`src/rtl/pipeline_pkg.sv`:
```
// pipeline_pkg: shared forwarding-select codes, hazard FSM states and the pipeline NOP word.
package pipeline_pkg;
    localparam logic [1:0] FWD_REGFILE = 2'b00;
    localparam logic [1:0] FWD_MEM     = 2'b01;
    localparam logic [1:0] FWD_WB      = 2'b10;
    localparam logic [31:0] NOP        = 32'h0000_0000;
    typedef enum logic {RUN, MD_WAIT} hz_state_t;
endpackage

```
`src/rtl/md_busy_timer.sv`:
```
// md_busy_timer: loadable down-counter for MULT/DIV occupancy; done pulses on the last busy cycle.
module md_busy_timer #(
    parameter int MD_LATENCY = 32
) (
    input  logic clock,
    input  logic reset,
    input  logic start,
    output logic done
);
    localparam int TW = $clog2(MD_LATENCY) + 1;
    logic [TW-1:0] cnt;
    always_ff @(posedge clock) begin
        if (!reset) cnt <= '0;
        else if (start) cnt <= TW'(MD_LATENCY - 1);
        else if (cnt != '0) cnt <= cnt - TW'(1);
    end
    // Entry cycle is occupancy cycle 1, so the last cycle is the one where cnt reads 1.
    assign done = cnt == TW'(1);
endmodule

```
`src/rtl/pipeline_hazard_ctrl.sv`:
```
// pipeline_hazard_ctrl: load-use/jump/MULT-DIV hazard control and ALU forwarding; HAZARD_PERF_COUNTERS_EN enables stall/flush counters.
module pipeline_hazard_ctrl
    import pipeline_pkg::*;
#(
    parameter int REG_AW     = 5,
    parameter int MD_LATENCY = 32,
    parameter int CNT_W      = 32
) (
    input  logic              clock,
    input  logic              reset,
    input  logic [REG_AW-1:0] fd_rs,
    input  logic [REG_AW-1:0] fd_rt,
    input  logic              fd_use_rs,
    input  logic              fd_use_rt,
    input  logic [REG_AW-1:0] de_rs,
    input  logic [REG_AW-1:0] de_rt,
    input  logic [REG_AW-1:0] de_rd,
    input  logic              de_is_lw,
    input  logic              de_is_md,
    input  logic              jump_taken,
    input  logic [REG_AW-1:0] em_rd,
    input  logic [REG_AW-1:0] mw_rd,
    input  logic              em_wren,
    input  logic              mw_wren,
    output logic              pc_we,
    output logic              fd_we,
    output logic              de_we,
    output logic              fd_flush,
    output logic              de_flush,
    output logic [1:0]        fwd_a_sel,
    output logic [1:0]        fwd_b_sel,
    output logic              md_busy,
    output logic              md_done,
    output logic [CNT_W-1:0]  stall_cnt,
    output logic [CNT_W-1:0]  flush_cnt
);
    hz_state_t state;
    logic run, jmp, md_start, freeze, load_use;

    function automatic logic [1:0] fwd_sel(
        input logic [REG_AW-1:0] src,
        input logic [REG_AW-1:0] m_rd,
        input logic              m_we,
        input logic [REG_AW-1:0] w_rd,
        input logic              w_we
    );
        return (src == '0) ? FWD_REGFILE :
               (m_we && m_rd == src) ? FWD_MEM :
               (w_we && w_rd == src) ? FWD_WB : FWD_REGFILE;
    endfunction

    md_busy_timer #(.MD_LATENCY(MD_LATENCY)) u_timer (
        .clock (clock),
        .reset (reset),
        .start (md_start),
        .done  (md_done)
    );

    always_ff @(posedge clock) begin
        if (!reset) state <= RUN;
        else if (md_start) state <= MD_WAIT;
        else if (state == MD_WAIT && md_done) state <= RUN;
    end

    always_comb begin
        run      = state == RUN;
        jmp      = run && jump_taken;
        md_start = run && de_is_md && !jump_taken;
        freeze   = md_start || (!run && !md_done);
        load_use = de_is_lw && de_rd != '0 &&
                   ((fd_use_rs && fd_rs == de_rd) || (fd_use_rt && fd_rt == de_rd));
        pc_we    = jmp || !(freeze || load_use);
        fd_we    = pc_we;
        de_we    = jmp || !freeze;
        fd_flush = jmp;
        de_flush = jmp || (!freeze && load_use);
        md_busy  = !run || de_is_md;
        fwd_a_sel = fwd_sel(de_rs, em_rd, em_wren, mw_rd, mw_wren);
        fwd_b_sel = fwd_sel(de_rt, em_rd, em_wren, mw_rd, mw_wren);
    end

`ifdef HAZARD_PERF_COUNTERS_EN
    always_ff @(posedge clock) begin
        if (!reset) begin
            stall_cnt <= '0;
            flush_cnt <= '0;
        end else begin
            if (!pc_we) stall_cnt <= stall_cnt + CNT_W'(1);
            if (jmp) flush_cnt <= flush_cnt + CNT_W'(1);
        end
    end
`else
    assign stall_cnt = '0;
    assign flush_cnt = '0;
`endif
endmodule
```
`config.mk`:
```
export PLATFORM = sky130hd
export DESIGN_NAME = pipeline_hazard_ctrl
export DESIGN_NICKNAME = d
export VERILOG_FILES = /design/src/rtl/pipeline_pkg.sv /design/src/rtl/md_busy_timer.sv /design/src/rtl/pipeline_hazard_ctrl.sv
export SDC_FILE = /design/constraint.sdc
export NUM_CORES = 1
export LEC_CHECK = 0
export CAP_MARGIN = 30
export CORE_MARGIN = 2
export CORE_UTILIZATION = 31
export DETAILED_ROUTE_END_ITERATION = 16
export PLACE_DENSITY = 0.78
export SYNTH_ARGS = -nofsm -noshare
export SYNTH_HDL_FRONTEND = slang
export SYNTH_SLANG_ARGS = --single-unit
```
`constraint.sdc`:
```
create_clock -name clock -period 2.7 [get_ports clock]
set_input_delay 0.675 -clock clock [delete_from_list [all_inputs] [get_ports clock]]
set_output_delay 0.675 -clock clock [all_outputs]
set_load 0.005 [all_outputs]
```
# --- Word level (Yosys, flattened, before mapping) ---
# Index checks and enable logic that the tools add are counted.
classes:
  muxes: 10
  reduce_logical: 32
  bitwise: 2
  eq_ne: 7
  add_sub_neg: 1
ops:
  columns: ["cell", "count"]
  rows:
  - ["5-bit equality test", 6]
  - ["1-bit logical AND", 14]
  - ["2-bit 2-to-1 mux", 6]
  - ["5-bit logical NOT", 2]
  - ["5-bit 2-to-1 mux", 2]
  - ["1-bit logical OR", 7]
  - ["6-bit by 1-bit equality test with 1-bit output (second input constant)", 1]
  - ["6-bit nonzero test", 1]
  - ["6-bit by 1-bit subtractor with 6-bit output (second input constant)", 1]
  - ["5-bit nonzero test", 1]
  - ["1-bit logical NOT", 4]
  - ["2-bit nonzero test", 2]
  - ["1-bit 2-to-1 mux", 2]
  - ["1-bit inverter", 2]
  - ["2-bit OR reduction", 1]
word_totals:
  register_bits: 7
  word_cells: 55
  out_inout_bits: 75
  inputBits: 44

# --- Logic depth before layout (Yosys ltp) ---
depth:
  word_depth: 7
  depth_mapped: 6
  ltp_nobuf: 6

# --- Hierarchy ---
# A second synthesis with hierarchy kept.
unflattened:
  hier_cells: 173
  hier_area_um2: 1380.1
modules_own_cells:
  columns: ["mod", "cells_each", "instances", "seq_area_each_um2", "area_each_um2"]
  rows:
  - ["pipeline_hazard_ctrl", 129, 1, 20.0, 1001.0]
  - ["md_busy_timer", 44, 1, 120.1, 379.1]

# --- Worst setup path before layout ---
# Ideal clock, no wire load.
synth_path:
  path_kind: "in2out"
  start: "input de_rd[1]"
  end: "output pc_we"
  arrival_time_ps: 1737
  slack_ps: 288
  path_stages: 4
  n_path_buf: 1
  required_ps: 2025
  cell_sequence: "or4_1 o21a_1 a31oi_1 buf_4"
synth_between:
  elab_chain_cells: 7
  word_cells_on_any_way: 11
  cone_classes: "eq/ne: 2; reduce/logical: 9"
synth_lines:
  columns: ["element", "line_no", "source"]
  rows:
  - ["start: declaration", "pipeline_hazard_ctrl.sv:17", "input logic [REG_AW-1:0] de_rd,"]
  - ["5-bit equality test", "pipeline_hazard_ctrl.sv:71", "((fd_use_rs && fd_rs == de_rd) || (fd_use_rt && fd_rt == de_rd));"]
  - ["1-bit logical AND", "pipeline_hazard_ctrl.sv:71", null]
  - ["1-bit logical OR", "pipeline_hazard_ctrl.sv:71", null]
  - ["1-bit logical AND *", "pipeline_hazard_ctrl.sv:70", "load_use = de_is_lw && de_rd != '0 &&"]
  - ["1-bit logical OR *", "pipeline_hazard_ctrl.sv:72", "pc_we = jmp || !(freeze || load_use);"]
  - ["1-bit logical NOT *", "pipeline_hazard_ctrl.sv:72", null]
  - ["1-bit logical OR *", "pipeline_hazard_ctrl.sv:72", null]
  - ["end: declaration", "pipeline_hazard_ctrl.sv:25", "output logic pc_we,"]
# Every way passes the cells marked *; elsewhere a longest branch is shown, timed or not.

# --- Final worst setup path ---
layout_path:
  start: "input de_rd[1]"
  end: "output fd_we"
layout_between:
  elab_chain_cells: 7
  word_cells_on_any_way: 11
  cone_classes: "eq/ne: 2; reduce/logical: 9"
layout_lines:
  columns: ["element", "line_no", "source"]
  rows:
  - ["5-bit equality test", "pipeline_hazard_ctrl.sv:71", null]
  - ["1-bit logical AND", "pipeline_hazard_ctrl.sv:71", null]
  - ["1-bit logical OR", "pipeline_hazard_ctrl.sv:71", null]
  - ["1-bit logical AND *", "pipeline_hazard_ctrl.sv:70", null]
  - ["1-bit logical OR *", "pipeline_hazard_ctrl.sv:72", null]
  - ["1-bit logical NOT *", "pipeline_hazard_ctrl.sv:72", null]
  - ["1-bit logical OR *", "pipeline_hazard_ctrl.sv:72", null]
  - ["end: declaration", "pipeline_hazard_ctrl.sv:26", "output logic fd_we,"]
# Marks and branches as above.

==> results summary <==
The run finished with clean final reports. Clock latency on the worst-skew pair, taken at its later pin, is 0.23 ns. Cells fill 45.6% of the core in the end. The count of cell types in the netlist is 32. The clock slew at the register clock pins of the worst setup and hold paths came out at roughly 0.040 ns. The via count of the first global-routing pass was 987. The final clock period utilization by the worst path is a little under 100%.

The fill cell total of the finished layout is 393. Leaving out fill and tap cells, the most frequent cells in the layout are conb_1 (64), clkdlybuf4s50_1 (27), buf_4 (19). The maximum cell stage delay along the critical path came out at roughly 0.53 ns. The least setup slack across all paths after layout is approximately 0.083 ns. The number of failing setup endpoints in the final timing report came out at 0. The first-pass GRT wire length is between 4000 and 5000 um.

Across all layers, the routed design uses 1157 vias. The die covers between 4000 and 5000 um^2. The worst hold path belongs to the class flip-flop to flip-flop. The static leakage power came out at 0.878 nW. Among cell families on the critical path, the largest total delay comes from simple AND/OR/NAND/NOR gates. The buffers plus inverters on the worst setup path is 2.

In this run the deepest clock path goes through 2 buffers. The power density over the cells came out at roughly 420 nW/um^2. The post-synthesis cell area came out at 1300 um^2. The slowest cell on the critical path is or4_4. The number of design rule violations left after detail routing is 0. Summed over all instances, the cell type with the most area after synthesis is buf_4. The initial antenna violation count is 0. The launching element type of the critical path is an input pin. The data required time of the worst path came out at 2.03 ns.

The average instance area after synthesis came out at 7.81 um^2. The initial cell density of the core came out at 32.4%. The first-iteration detailed-routing DRC count is 8. During synthesis, Yosys emitted a total of 0 warnings.

The worst hold-check slack is 0.542 ns. The register share of total power is 23.9%. The weighted congestion at the end of routability-driven global placement is 0.824. The CTS H-tree depth is 1. The post-placement setup slack is -0.583 ns. After detailed placement, the total cell area comes to approximately 1800 um^2. The tree is rooted in a clkbuf_8. The fraction of synthesized cell area taken by the top area cell type came out at 37.6%. The net switching power of the design came out at 0.281 mW. Net switching is ~37% of the power. The average wire per standard cell came out at roughly 10 um. The worst hold path startpoint is u_timer.cnt[5]$_SDFFE_PP0P_. The finished layout holds around 290 standard cells, fillers aside. The startpoint of the most critical register-to-register path is u_timer.cnt[1]$_SDFFE_PN0P_. The vertical die dimension is between 60 and 70 um.

Yosys attributes the largest share of cell area to buf_4 (38%), dfxtp_1 (11%), xnor2_1 (10%), xor2_1 (9.5%), o21a_1 (2.9%). The via density per instance is 3.98. Of the cells placed in the final design, the portion with a size suffix greater than 1 is between 10% and 20%. The aggregate routed wire length came out at 2840 um. Entering global routing, the biggest net connects 8 pins. The repair_antennas step left the layout with diodes totalling 0.

The number of register bits inferred by synthesis came out at 7. Timing would allow up to 0.382 GHz. The shortest clock period the worst path allows after layout came out at 2.62 ns. The portion of total power attributed to combinational logic is 56.7%. Once detail routing completed, the nets flagged for antenna violations numbered 0. The number of buffers added by the clock tree synthesis step is 3. The number of nets at the end of the flow came out at 288.

STA classifies the critical path endpoint as an output pin. The total number of placement rows is 23. IR analysis of the VDD net gives a maximum drop of 0.340 mV. The number of hold violations in the final report came out at 0. The post-detailed-placement half-perimeter wirelength is roughly 2400 um. The worst-case clock skew came out at 0.00571 ns. Once placement completed, the tool counted placed cells totaling 283.

The number of maximum-capacitance constraint violations is 0. The worst path arrival time came out at 1.94 ns. The category of the critical setup timing path is input pin to output pin. The iteration count of the initial detailed-routing pass came out at 4. The sequential-to-total area share from yosys stat came out at a little over a tenth. The number of buffer cells added on primary ports is between 50 and 60. The number of primary I/O pins is 119.

The number of max-slew violations in the final report is 0. TritonCTS built the clock tree. The core area came out at between 4000 and 5000 um^2. The most critical setup path has its startpoint at de_rd[1].

In the synthesized netlist, the number of instances is between 150 and 200. The post-cts hold buffer count is 0. The growth of design area from synthesis to finish is 40.6%.

The sum of overflow across all layers after global routing is 0. Setup repair after global routing left no endpoint under its margin. CTS saw 7 sinks. Once layout is done, the placed cells without fillers occupy 1820 um^2.

The critical path goes through clkdlybuf4s15_1 -> or4_4 -> o21a_1 -> a31oi_1 -> buf_2. The width of the die is 68.7 um. The clock share of power came out at 19.4%. The total internal power came out at 0.481 mW.

The total routing resource utilization after global routing is a little under an eighth. The library cell used most frequently in the layout, excluding fill and tap cells, is conb_1. The maximum net fanout on the critical path came out at 2.
-- what timing repair did --
action                     in CTS  in global routing
resized for setup              45                  8
buffers inserted                3                  1
setup endpoints to repair       8                  7
hold endpoints to repair        0                  0
cloned                          0                  0
pin swaps                      10                 10
-- per-stage QoR --
step / TNS (ns) / power [mW]
after global routing: 0 / 0.831
after floorplan: 0 / 0.510
after global placement: -3.19 / 0.611
after detailed placement: -3.27 / 0.620
final: 0 / 0.762
after CTS: 0 / 0.763
-- power groups by stage --
stage | Sequential, mW | Clock [mW] | Combinational (mW)
floorplan | 0.175 | 0 | 0.335
global placement | 0.182 | 0 | 0.429
detailed placement | 0.183 | 0 | 0.437
CTS | 0.183 | 0.149 | 0.431
global route | 0.190 | 0.158 | 0.483
finish | 0.182 | 0.148 | 0.432
-- path summary, 6_finish.rpt --
path	end	cells after the start	slack, ns
setup / recovery	fd_we	5	0.08
hold reg to reg	u_timer.cnt[5]$_SDFFE_PP0P_	2	0.54
hold / removal	u_timer.cnt[5]$_SDFFE_PP0P_	2	0.54
setup reg to reg	u_timer.cnt[2]$_SDFFE_PN0P_	6	0.99
-- layer usage --
| metal | vias to the layer above | wire, um | global-route usage, % |
|---|---|---|---|
| li1 | 570 | - | - |
| met2 | 80 | 1420 | 23.0 |
| met1 | 503 | 959 | 10.5 |
| met3 | 4 | 427 | 3.41 |
| met5 | - | 0 | 0 |
| met4 | 0 | 35 | 3.75 |
-- synth_stat cells --
master     n
a211oi_1   3
a21o_1     1
a21oi_1    1
a31o_2     1
a31oi_1    1
and2_1     1
and3_1     2
buf_4     65
conb_1     1
dfxtp_1    7
ha_1       2
inv_1      5
mux2i_1    1
nand2_1    8
nand2b_1   2
nand3_1    3
nand4_1    2
nand4b_1   1
nor2_1     4
nor2b_1    3
nor3_1     3
nor3_4     1
nor3b_1    4
nor4_1     2
o21a_1     5
o22ai_1    1
o31a_1     2
or2_2      1
or3b_4     1
or4_1      3
xnor2_1   15
xor2_1    14
-- tightest hold or removal path, cell delays in order (launching register included) --
cell and delay, ns:
dfxtp_1 0.35, nand2_1 0.08, a21oi_1 0.06
-- final cells by class --
class / count / area (um^2) / share of cell area, %
clock buffer: 4 / 45.0 / 2.47
inverter: 5 / 18.8 / 1.03
multi-input combinational: 152 / 921 / 50.5
sequential: 7 / 140 / 7.69
tap: 50 / 62.6 / 3.43
timing repair buffer: 73 / 636 / 34.9
-- state kept, by name, summed over array words and instances, names as in the netlist --
name,cells
u_timer.cnt,6
state,1
-- cell families after synthesis --
kind of cell	Yosys count	share of synthesized area [%]
multiplexers	1	0.772
AO/OA/AOI/OAI	15	8.59
AND/OR/NAND/NOR	41	18.9
flip-flops	7	10.8
other	1	0.289
buffers and inverters	70	39.1
XOR/XNOR	29	19.6
adder cells (fa/ha/maj)	2	1.93
(Power assumes the default switching activity.)
